`src/rtl/ex_muldiv.sv`:
```
// Iterative unsigned MULTU/DIVU unit: one bit per cycle, 64-bit result to HI/LO.
// Define MULDIV_DIV_EN to build the restoring divider; otherwise only MULTU runs.
module ex_muldiv #(
  parameter int WIDTH = 32
) (
  input  logic             clk,
  input  logic             rst,
  input  logic             start_in,
  input  logic             op_in,
  input  logic [WIDTH-1:0] Read_D1_in,
  input  logic [WIDTH-1:0] Read_D2_in,
  output logic             busy_out,
  output logic             stall_out,
  output logic             done_out,
  output logic             div_zero_out,
  output logic [WIDTH-1:0] hi_out,
  output logic [WIDTH-1:0] lo_out
);

  typedef enum logic [1:0] {S_IDLE, S_MUL, S_DIV, S_DONE} state_e;

  state_e             state_q, state_d;
  logic [5:0]         cnt_q;
  logic [WIDTH-1:0]   a_q;
  logic [2*WIDTH-1:0] acc_q;
  logic [WIDTH-1:0]   hi_q, lo_q;
  logic               done_q;
  logic               cnt_last;
  logic [WIDTH:0]     mul_sum;
  logic [2*WIDTH-1:0] acc_nxt;

  assign cnt_last = (cnt_q == 6'(WIDTH-1));

  // Carry of the upper-half add lands in the MSB after the right shift.
  assign mul_sum = acc_q[0] ? ({1'b0, acc_q[2*WIDTH-1:WIDTH]} + {1'b0, a_q})
                            : {1'b0, acc_q[2*WIDTH-1:WIDTH]};
  assign acc_nxt = {mul_sum, acc_q[WIDTH-1:1]};

`ifdef MULDIV_DIV_EN
  logic [WIDTH-1:0] b_q, rem_q, quo_q;
  logic             op_q, dz_q;
  logic [WIDTH:0]   r_sh, r_diff;
  logic [WIDTH-1:0] rem_nxt, quo_nxt;

  // Stored remainder is always below B, so its WIDTH+1'th bit is implicitly 0.
  assign r_sh    = {rem_q, quo_q[WIDTH-1]};
  assign r_diff  = r_sh - {1'b0, b_q};
  assign rem_nxt = r_diff[WIDTH] ? r_sh[WIDTH-1:0] : r_diff[WIDTH-1:0];
  assign quo_nxt = {quo_q[WIDTH-2:0], ~r_diff[WIDTH]};
  assign div_zero_out = dz_q;
`else
  assign div_zero_out = 1'b0;
`endif

  always_ff @(posedge clk) begin
    if (rst) state_q <= S_IDLE;
    else     state_q <= state_d;
  end

  always_comb begin
    state_d = state_q;
    case (state_q)
      S_IDLE: begin
        if (start_in && !op_in) state_d = S_MUL;
`ifdef MULDIV_DIV_EN
        else if (start_in && op_in) state_d = S_DIV;
`endif
      end
      S_MUL, S_DIV: if (cnt_last) state_d = S_DONE;
      S_DONE:       state_d = S_IDLE;
      default:      state_d = S_IDLE;
    endcase
  end

  always_comb begin
    busy_out  = (state_q != S_IDLE);
    stall_out = (state_q != S_IDLE);
  end

  assign done_out = done_q;
  assign hi_out   = hi_q;
  assign lo_out   = lo_q;

  always_ff @(posedge clk) begin
    if (rst) begin
      cnt_q  <= '0;
      a_q    <= '0;
      acc_q  <= '0;
      hi_q   <= '0;
      lo_q   <= '0;
      done_q <= 1'b0;
`ifdef MULDIV_DIV_EN
      b_q    <= '0;
      rem_q  <= '0;
      quo_q  <= '0;
      op_q   <= 1'b0;
      dz_q   <= 1'b0;
`endif
    end else begin
      done_q <= 1'b0;
      case (state_q)
        S_IDLE: begin
          if (start_in && !op_in) begin
            a_q   <= Read_D1_in;
            acc_q <= {{WIDTH{1'b0}}, Read_D2_in};
            cnt_q <= '0;
`ifdef MULDIV_DIV_EN
            op_q  <= 1'b0;
          end else if (start_in && op_in) begin
            b_q   <= Read_D2_in;
            quo_q <= Read_D1_in;
            rem_q <= '0;
            cnt_q <= '0;
            op_q  <= 1'b1;
`endif
          end
        end
        S_MUL: begin
          acc_q <= acc_nxt;
          cnt_q <= cnt_q + 6'd1;
        end
`ifdef MULDIV_DIV_EN
        S_DIV: begin
          rem_q <= rem_nxt;
          quo_q <= quo_nxt;
          cnt_q <= cnt_q + 6'd1;
        end
`endif
        S_DONE: begin
          done_q <= 1'b1;
`ifdef MULDIV_DIV_EN
          if (op_q) begin
            hi_q <= rem_q;
            lo_q <= quo_q;
            dz_q <= (b_q == '0);
          end else begin
            hi_q <= acc_q[2*WIDTH-1:WIDTH];
            lo_q <= acc_q[WIDTH-1:0];
            dz_q <= 1'b0;
          end
`else
          hi_q <= acc_q[2*WIDTH-1:WIDTH];
          lo_q <= acc_q[WIDTH-1:0];
`endif
        end
        default: ;
      endcase
    end
  end

endmodule

```
`config.mk`:
```
export PLATFORM = sky130hd
export DESIGN_NAME = ex_muldiv
export DESIGN_NICKNAME = d
export VERILOG_FILES = /design/src/rtl/ex_muldiv.sv
export SDC_FILE = /design/constraint.sdc
export NUM_CORES = 1
export LEC_CHECK = 0
export CAP_MARGIN = 40
export CORE_MARGIN = 5
export CORE_UTILIZATION = 65
export DETAILED_ROUTE_END_ITERATION = 8
export DONT_BUFFER_PORTS = 1
export GPL_TIMING_DRIVEN = 0
export HOLD_SLACK_MARGIN = 0.08
export PLACE_DENSITY_LB_ADDON = 0.15
export SLEW_MARGIN = 20
export SYNTH_ARGS = -nofsm -noshare
export SYNTH_HDL_FRONTEND = slang
export SYNTH_SLANG_ARGS = --single-unit
```
`constraint.sdc`:
```
create_clock -name clk -period 4 [get_ports clk]
set_clock_uncertainty 0.1 [all_clocks]
set_input_delay 0.6 -clock clk [delete_from_list [all_inputs] [get_ports clk]]
set_output_delay 0.6 -clock clk [all_outputs]
set_load 0.005 [all_outputs]
```
==> Word-level counts from Yosys, hierarchy flattened <==
Index checks and enable logic that the tools add are counted.
{ "classes": {"n_addsub": 2, "eq_ne": 6, "n_mux": 9, "n_reduce_logical": 9} }
{ "ops": {"columns": ["op", "count"], "rows": [
  ["$pmux 64 s2", 1],
  ["$mux 64", 1],
  ["$add 32x32->33", 1],
  ["$mux 33", 1],
  ["$pmux 6 s2", 1],
  ["$add 6x1->6 const B", 1],
  ["$eq 6x5->1 const B", 1],
  ["$mux 6", 1],
  ["$pmux 2 s3", 1],
  ["$reduce_and 2->1", 3],
  ["$eq 2x2->1 const B", 2],
  ["$mux 2", 2],
  ["$ne 2x2->1 const B", 2],
  ["$reduce_bool 2->1", 2],
  ["$eq 2x1->1 const B", 1],
  ["$logic_not 2->1", 1],
  ["$reduce_or 2->1", 1],
  ["$logic_and 1x1->1", 1],
  ["$logic_not 1->1", 1],
  ["$mux 1", 1]
]} }
{ "word_totals": {"reg_bits": 169, "in_bits": 68, "out_inout_bits": 68, "elab_cells": 33} }

==> Depth between registers and ports, before layout <==
Gate-level depths: netlist (run 1).
{ "depth": {"depth_word": 4, "ltp_mapped": 12, "depth_no_buf": 9} }

==> Worst setup path after synthesis (run 1) <==
No wires, ideal clock.
{ "synth_path": {"path_type": "register -> register", "from": "register acc_q[32]", "to": "register acc_q[57]", "setup_time_ns": 0.134, "t_arrival_ns": 2.304, "required_ns": 3.766, "path_slack_ns": 1.462, "path_stages_with_launch": 10, "n_path_buf": 0, "synth_period_minus_slack_ns": 2.538, "cell_sequence": "dfxtp_1 -> ha_1 -> fa_1 -> a211oi_1 -> o21ba_2 -> o2111ai_1 -> a31oi_1 -> o21ai_0 -> xnor2_1 -> o22ai_1"} }
{ "synth_via": {"elab_chain_len": 3} }
{ "synth_rtl": {"columns": ["element", "line", "source"], "rows": [
  ["from (decl)", "25", "logic [2*WIDTH-1:0] acc_q;"],
  ["from (signal assigned)", "105", "acc_q <= {{WIDTH{1'b0}}, Read_D2_in};"],
  ["from (signal assigned)", "119", "acc_q <= acc_nxt;"],
  ["$add 32x32->33", "35", "assign mul_sum = acc_q[0] ? ({1'b0, acc_q[2*WIDTH-1:WIDTH]} + {1'b0, a_q})"],
  ["$mux 33", "35", null],
  ["$pmux 64 s2", "101", "case (state_q)"]
]} }
Every way passes these cells.
A chain may end at the register's enable or synchronous reset.

==> Worst setup path in the final report (run 1) <==
Ends and elaborated chain as after synthesis.

==> impl_metrics.tcl, run 1 <==
set metrics [dict create \
    status "completed" \
    required_ns 4.18 \
    p_leak_uw 0.00326 \
    tightestPinTransition_ns 0.866 \
    grt_pass1_wl_microns 34300 \
    reg2reg_to "acc_q[57]" \
    dpl.hpwl_microns 15800 \
    timing.final.crit_share 0.776 \
    worst_setup_path_start_kind "register" \
    yosys_warnings 0 \
    synth_edf_count 0 \
    core_area_sq_um 12600 \
    cp-end-kind "register" \
    ios 136 \
    setup_violations 0 \
    die_y_microns 123 \
    htree_levels 4 \
    hold_class "in2reg" \
    ys_ff_latch 169 \
    n_antenna_cell 0 \
    ir_worst_vdd_uv 296 \
    synthCells 945 \
    grt_antenna_before_repair 0 \
    clockPowerShare 0.426 \
    portBuffers 0 \
    path_max_fanout 4 \
    mostFrequentLayoutCells "dfxtp_1 (169), nor2_1 (138), mux2i_1 (99)" \
    min_from "Read_D1_in[25]" \
    drive_above_1_share 0.0542 \
    cts_hold_buf 0 \
    crit_type "reg2reg" \
    pwr-share-comb 0.099 \
    die_w_microns 123 \
    syn-num-nets 1051 \
    p_sw_frac 0.271 \
    layout.cells.most_common "dfxtp_1" \
    gp_congestion 0.969 \
    ctsLongestPathBuffers 2 \
    viasPerCell 6.07 \
    fin_hold_ws_ns 0.200 \
    num_rows 41 \
    dp_slack_ns 0.998 \
    routed_wl_microns 21700 \
    grt-ovfl-total 0 \
    ys_seq_area_frac 0.407 \
    rsz0062_at_grt "no" \
    drv_slew 0 \
    seqPwrFrac 0.475 \
    tns_ns 0 \
    hold_end "a_q[25]" \
    reg2reg_slack_ns 0.89 \
    fmax_mhz 322 \
    reg2reg_depth 9 \
    cp.arrival_ns 3.29 \
    syn_area_sq_um 8300 \
    clock_latency_ns 0.44 \
    setup_slack_ns 0.894 \
    powerDensity_nw_per_um2 413 \
    maxCapViolCount 0 \
    drc_errors 0 \
    ys.flop_type "dfxtp_1" \
    grt_use_total 0.288 \
    tritoncts "done" \
    p_switching_uw 1020 \
    drtAntennaViolNets 0 \
    slew_headroom 0.423 \
    final_util 0.724 \
    design_area_sq_um 9090 \
    grt_max_degree 17 \
    fin_nets 1071 \
    path_clk_slew_ns 0.07 \
    initial_core_util 0.661 \
    placed_cell_area_sq_um 8530 \
    syn_avg_cell_area_sq_um 8.79 \
    crit-reg2reg-launch "acc_q[32]" \
    wire_per_inst_microns 18.9 \
    grt_pass1_vias 6746 \
    via_count 6981 \
    intPower_uw 2740 \
    finalCriticalPeriod_ns 3.11 \
    fill_cells 1001 \
    ys_async_sr_fraction 0 \
    dieArea_sq_um 15100 \
    cts_buffers 17 \
    cts_resized 0 \
    final-hold-violation-count 0 \
    cts.sink_count 169 \
    area_growth_pct 9.54 \
    synth_cell_types 63 \
    min_path_cells 2 \
    cts_root_buf "clkbuf_16" \
    drt_iter0_markers 442 \
    post_cts_buffers 0 \
    drtPass1Iterations 5 \
]
power groups by stage:
stage	Combinational, uW	Sequential (uW)	Clock [uW]
6_report	371	1780	1600
5_1_grt	409	1790	1690
4_1_cts	367	1780	1610
3_5_place_dp	362	1820	0
3_3_place_gp	355	1820	0
2_1_floorplan	276	1810	0
cell families after synthesis:
kind of cell / count (synthesis) / synth area share
other cells: 1 / 0.000452
compound gates: 233 / 0.192
buf+inv: 77 / 0.0360
flops: 169 / 0.407
mux: 103 / 0.125
simple gates: 296 / 0.152
xor+xnor: 28 / 0.0295
fa+ha+maj: 38 / 0.0582
synth_stat cells (14+ instances only):
cell type | instances | area (sq um)
clkbuf_1 | 54 | 203
a211oi_1 | 37 | 278
o21ai_0 | 23 | 115
xnor2_1 | 17 | 149
a22oi_1 | 22 | 165
inv_1 | 14 | 52.6
ha_1 | 37 | 463
o22ai_1 | 16 | 100
nand2_1 | 96 | 360
mux2i_1 | 99 | 991
a21oi_1 | 71 | 355
nor2_1 | 138 | 518
dfxtp_1 | 169 | 3380
registers in the layout (all words and copies together), names as in the netlist:
register,flops
a_q,32
state_q,2
lo_out,32
done_out,1
acc_q,64
cnt_q,6
hi_out,32
critical path, cell delays in order (launching register included):
cell	delay (ns)
dfxtp_1	0.34
ha_1	0.21
fa_1	0.43
a211oi_1	0.38
o21ba_2	0.25
o2111ai_1	0.22
a31oi_1	0.48
o21ai_0	0.20
xnor2_1	0.21
o22ai_1	0.12
cell type report:
class | instances | area, sq um | share of cell area
Clock buffer | 18 | 429 | 0.0472
Inverter | 14 | 52.6 | 0.00578
Sequential cell | 169 | 3380 | 0.372
Clock inverter | 14 | 136 | 0.0150
Multi-Input combinational cell | 699 | 4620 | 0.508
Timing Repair Buffer | 1 | 11.3 | 0.00124
Buffer | 63 | 246 | 0.0271
Tap cell | 172 | 215 | 0.0237
worst max path at each step:
stage | from | to | slack [ns]
finish | acc_q[32] | acc_q[57] | 0.89
CTS | acc_q[32] | acc_q[57] | 0.96
floorplan | acc_q[32] | acc_q[57] | 1.46
global route | acc_q[32] | acc_q[57] | 0.71
detailed placement | acc_q[32] | acc_q[57] | 1.0
global placement | acc_q[32] | acc_q[57] | 1.0
layer usage:
metal  vias up  GRT usage  wire (microns)
met2       232      0.451            9800
met3        33     0.0828            1720
li1       3415          -               -
met4         0      0.103             429
met1      3301      0.381            9730
met5         -          0               0
metrics by stage:
step,total power [uW],std cells
2_1_floorplan,2080,945
3_3_place_gp,2170,1117
3_5_place_dp,2180,1118
4_1_cts,3760,1150
5_1_grt,3890,1150
6_report,3760,1150
Power figures use the tool's default switching activity.
==> inputs of run 2 (changes only) <==
CORE_UTILIZATION = 58   (was 65)
clock period = 2.8 ns   (was 4 ns; I/O delays follow)
==> impl_metrics.tcl, run 2 (synthesis gave the netlist of run 1 again) <==
set metrics [dict create \
    grt_antenna_before_repair 0 \
    drive_above_1_share 0.0770 \
    dieArea_sq_um 16800 \
    setup_violations 0 \
    worst_setup_path_start_kind "register" \
    grt-ovfl-total 0 \
    crit-reg2reg-launch "a_q[4]" \
    layout.cells.most_common "dfxtp_1" \
    cts_buffers 17 \
    reg2reg_depth 8 \
    design_area_sq_um 9590 \
    cp_cell_sequence "ha_1, and2_4, a221oi_4, a21oi_4, o311ai_4, nand3_4, o311a_1, a311o_1" \
    regMostFlops "acc_q" \
    slew_headroom 0.431 \
    dpl.hpwl_microns 15900 \
    final-hold-violation-count 0 \
    reg2reg_to "acc_q[58]" \
    p_leak_uw 0.00347 \
    drt_iter0_markers 576 \
    cp.arrival_ns 2.95 \
    area_growth_pct 15.5 \
    grt_pass1_wl_microns 35300 \
    maxCapViolCount 0 \
    largest_reg_flops 64 \
    crit_type "reg2reg" \
    cp_slowest_stage_delay_ns 0.37 \
    viasPerCell 5.99 \
    setup_slack_ns 0.0825 \
    powerDensity_nw_per_um2 595 \
    cts.sink_count 169 \
    endpoint "acc_q[58]" \
    critPathLaunch "a_q[4]" \
    required_ns 3.03 \
    reg2reg_slack_ns 0.08 \
    finalCriticalPeriod_ns 2.72 \
    dp_slack_ns -0.293 \
    slowest_stage "ha_1" \
    ir_worst_vdd_uv 499 \
    ctsLongestPathBuffers 2 \
    status "completed" \
    fmax_mhz 368 \
    p_total_uw 5700 \
    die_y_microns 130 \
    path_clk_slew_ns 0.07 \
    cts_root_buf "clkbuf_16" \
    grt_use_total 0.264 \
    drv_slew 0 \
    grt_pass1_vias 6733 \
    cp-end-kind "register" \
    tritoncts "done" \
    tightestPinTransition_ns 0.854 \
    initial_core_util 0.596 \
    fin_hold_ws_ns 0.111 \
    num_rows 43 \
    n_antenna_cell 0 \
    wire_per_inst_microns 18.7 \
    mostFrequentLayoutCells "dfxtp_1 (167), nor2_1 (136), mux2i_1 (99)" \
    routed_wl_microns 22300 \
    grt_max_degree 17 \
    core_area_sq_um 13900 \
    tns_ns 0 \
    drtPass1Iterations 8 \
    gp_congestion 0.945 \
    die_w_microns 130 \
    clock_latency_ns 0.44 \
    portBuffers 0 \
    drtAntennaViolNets 0 \
    hold_class "in2reg" \
    via_count 7149 \
    timing.final.crit_share 0.971 \
    htree_levels 4 \
    ios 136 \
    placed_cell_area_sq_um 8530 \
    path_max_fanout 5 \
    drc_errors 0 \
    fin_nets 1106 \
]
[run 2: changes by cell type in the layout (fill, tap and decap cells not counted), sizes merged]
cell / change
clkinvlp: -1
dlygate4sd3: +33
buf: +4
clkbuf: -2
clkinv: -2
bufinv: +3
[run 2: where the power goes]
part           total [uW]  internal (uW)  switching, uW
Combinational         576            215            360
Sequential           2550           2480           63.1
Clock                2580           1520           1060
[run 2: area by class of cell]
class                           count  area [sq um]
Buffer                             61           249
Tap cell                          180           225
Clock inverter                     14           209
Clock buffer                       18           429
Fill cell                        1155          4350
Inverter                           14          52.6
Sequential cell                   169          3390
Multi-Input combinational cell    699          4670
Timing Repair Buffer               38           365
[run 2: per-stage QoR]
stage	utilization	instances
after global routing	0.688	1193
after floorplan	-	945
after global placement	0.612	1125
final	0.688	1193
after detailed placement	0.612	1125
after CTS	0.683	1188
[run 2: how the worst min path moves through the flow]
stage | start | end | slack, ns | cells after the start
after CTS | Read_D2_in[15] | acc_q[15] | 0.11 | 2
after global routing | Read_D2_in[15] | acc_q[15] | 0.11 | 2
after floorplan | a_q[0] | a_q[0] | 0.34 | 2
final | Read_D2_in[15] | acc_q[15] | 0.11 | 2
after global placement | a_q[26] | a_q[26] | 0.35 | 2
after detailed placement | a_q[19] | a_q[19] | 0.36 | 2
[run 2: repair_timing]
item,in CTS,in global routing
setup buffers,0,4
resized for setup,8,18
hold endpoints to repair,33,0
pin swaps,1,4
endpoints found under the setup margin,56,44
hold buffers,33,0
[run 2: critical path: cells and delay by family, from the launching register on]
family          cells  cell delay [ns]
flops               1             0.33
compound gates      5             1.47
simple gates        2             0.33
fa+ha+maj           1             0.37
[run 2: routing by layer]
metal / part of all wire / up-vias / global-route usage / wire [microns]
met2: 0.46 / 214 / 0.415 / 10200
met4: 0.012 / 0 / 0.0623 / 265
met1: 0.46 / 3409 / 0.363 / 10300
li1: - / 3499 / - / -
met5: 0 / - / 0 / 0
met3: 0.070 / 27 / 0.0742 / 1560
==> inputs of run 3 (changes only) <==
CAP_MARGIN = 20   (was 40)
==> impl_metrics.tcl, run 3 (synthesis gave the netlist of run 1 again) <==
set metrics [dict create \
    drt_iter0_markers 553 \
    n_antenna_cell 0 \
    grt_max_degree 17 \
    placed_cell_area_sq_um 8530 \
    dpl.hpwl_microns 15900 \
    drc_errors 0 \
    grt_use_total 0.264 \
    dieArea_sq_um 16800 \
    fmax_mhz 367 \
    grt_antenna_before_repair 0 \
    grt_pass1_vias 6733 \
    setup_violations 0 \
    path_max_fanout 5 \
    ios 136 \
    required_ns 3.02 \
    final-hold-violation-count 0 \
    grt_pass1_wl_microns 35300 \
    path_clk_slew_ns 0.07 \
    maxCapViolCount 0 \
    reg2reg_slack_ns 0.08 \
    hold_class "in2reg" \
    portBuffers 0 \
    design_area_sq_um 9580 \
    drive_above_1_share 0.0761 \
    cts_buffers 17 \
    die_w_microns 130 \
    largest_reg_flops 64 \
    gp_congestion 0.945 \
    drtPass1Iterations 7 \
    viasPerCell 5.94 \
    finalCriticalPeriod_ns 2.72 \
    slew_headroom 0.360 \
    crit-reg2reg-launch "a_q[4]" \
    layout.cells.most_common "dfxtp_1" \
    drtAntennaViolNets 0 \
    cts.sink_count 169 \
    cts_root_buf "clkbuf_16" \
    reg2reg_to "acc_q[58]" \
    drv_slew 0 \
    crit_type "reg2reg" \
    endpoint "acc_q[58]" \
    worst_setup_path_start_kind "register" \
    grt_use_met3 0.0742 \
    routed_wl_microns 22200 \
    fin_nets 1105 \
    tightestPinTransition_ns 0.951 \
    status "completed" \
    timing.final.crit_share 0.972 \
    via_count 7084 \
    tritoncts "done" \
    grt-ovfl-total 0 \
    mostFrequentLayoutCells "dfxtp_1 (167), nor2_1 (136), mux2i_1 (99)" \
    ctsLongestPathBuffers 2 \
    use_met2 0.415 \
    wire_per_inst_microns 18.6 \
    area_growth_pct 15.4 \
    die_y_microns 130 \
    gr-usage-met1 0.363 \
    regMostFlops "acc_q" \
    initial_core_util 0.596 \
    htree_levels 4 \
    busiest_layer "met2" \
    dp.cells 1125 \
    cp-end-kind "register" \
    core_area_sq_um 13900 \
    reg2reg_depth 8 \
    p_leak_uw 0.00347 \
    cp.arrival_ns 2.95 \
    ir_worst_vdd_uv 499 \
    final_util 0.688 \
    num_rows 43 \
    critPathLaunch "a_q[4]" \
    clock_latency_ns 0.43 \
    powerDensity_nw_per_um2 595 \
    stdcell_count 1192 \
]
## run 3: changes by cell type in the layout (fill, tap and decap cells not counted)
cell / before / now
buf_2: 3 / 2
## run 3: how the worst min path moves through the flow
stage / startpoint / slack, ns / end / cells after the start
2_1_floorplan: a_q[0] / 0.34 / a_q[0] / 2
3_3_place_gp: a_q[26] / 0.35 / a_q[26] / 2
3_5_place_dp: a_q[19] / 0.36 / a_q[19] / 2
4_1_cts: Read_D2_in[15] / 0.11 / acc_q[15] / 2
5_1_grt: Read_D2_in[15] / 0.11 / acc_q[15] / 2
6_report: Read_D2_in[15] / 0.11 / acc_q[15] / 2
## run 3: worst max-delay path, cell delays in order, from the launching register on
cell and delay (ns):
dfxtp_1 0.33, ha_1 0.37, and2_4 0.18, a221oi_4 0.35, a21oi_4 0.12, o311ai_4 0.32, nand3_4 0.15, o311a_1 0.37
a311o_1 0.31
## run 3: metal layers
metal | wire length [microns] | share of wire
met1 | 10300 | 0.46
met2 | 10100 | 0.45
met3 | 1620 | 0.073
met4 | 226 | 0.010
met5 | 0 | 0
## run 3: stage by stage
step | power, uW | worst slack [ns] | hold slack (ns) | setup TNS [ns]
5_1_grt | 5900 | -0.00748 | 0.110 | -0.00868
3_3_place_gp | 3110 | -0.239 | 0.353 | -2.86
6_report | 5700 | 0.0771 | 0.114 | 0
3_5_place_dp | 3120 | -0.293 | 0.355 | -3.53
4_1_cts | 5710 | 0.0101 | 0.106 | 0
2_1_floorplan | 2980 | 0.262 | 0.341 | 0
## run 3: timing repair
| item | in CTS | in global routing |
|---|---|---|
| buffers inserted | 0 | 4 |
| pin swaps | 1 | 4 |
| setup endpoints to repair | 56 | 44 |
| hold buffers | 33 | 0 |
| resized for setup | 8 | 18 |
| endpoints found under the hold margin | 33 | 0 |
## run 3: cell type report
cell class	count	area (sq um)
inverters	14	52.6
fillers	1155	4350
plain buffers	61	249
well taps	180	225
multi-input cells	699	4670
clock buffers	18	429
flip-flops and latches	169	3390
clock inverters	14	209
repair buffers	37	360
## run 3: power breakdown
part	switching [uW]	leakage [uW]	total [uW]	internal, uW
clock network	1060	0.000309	2580	1520
logic	360	0.00179	575	215
registers	62.9	0.00137	2550	2480
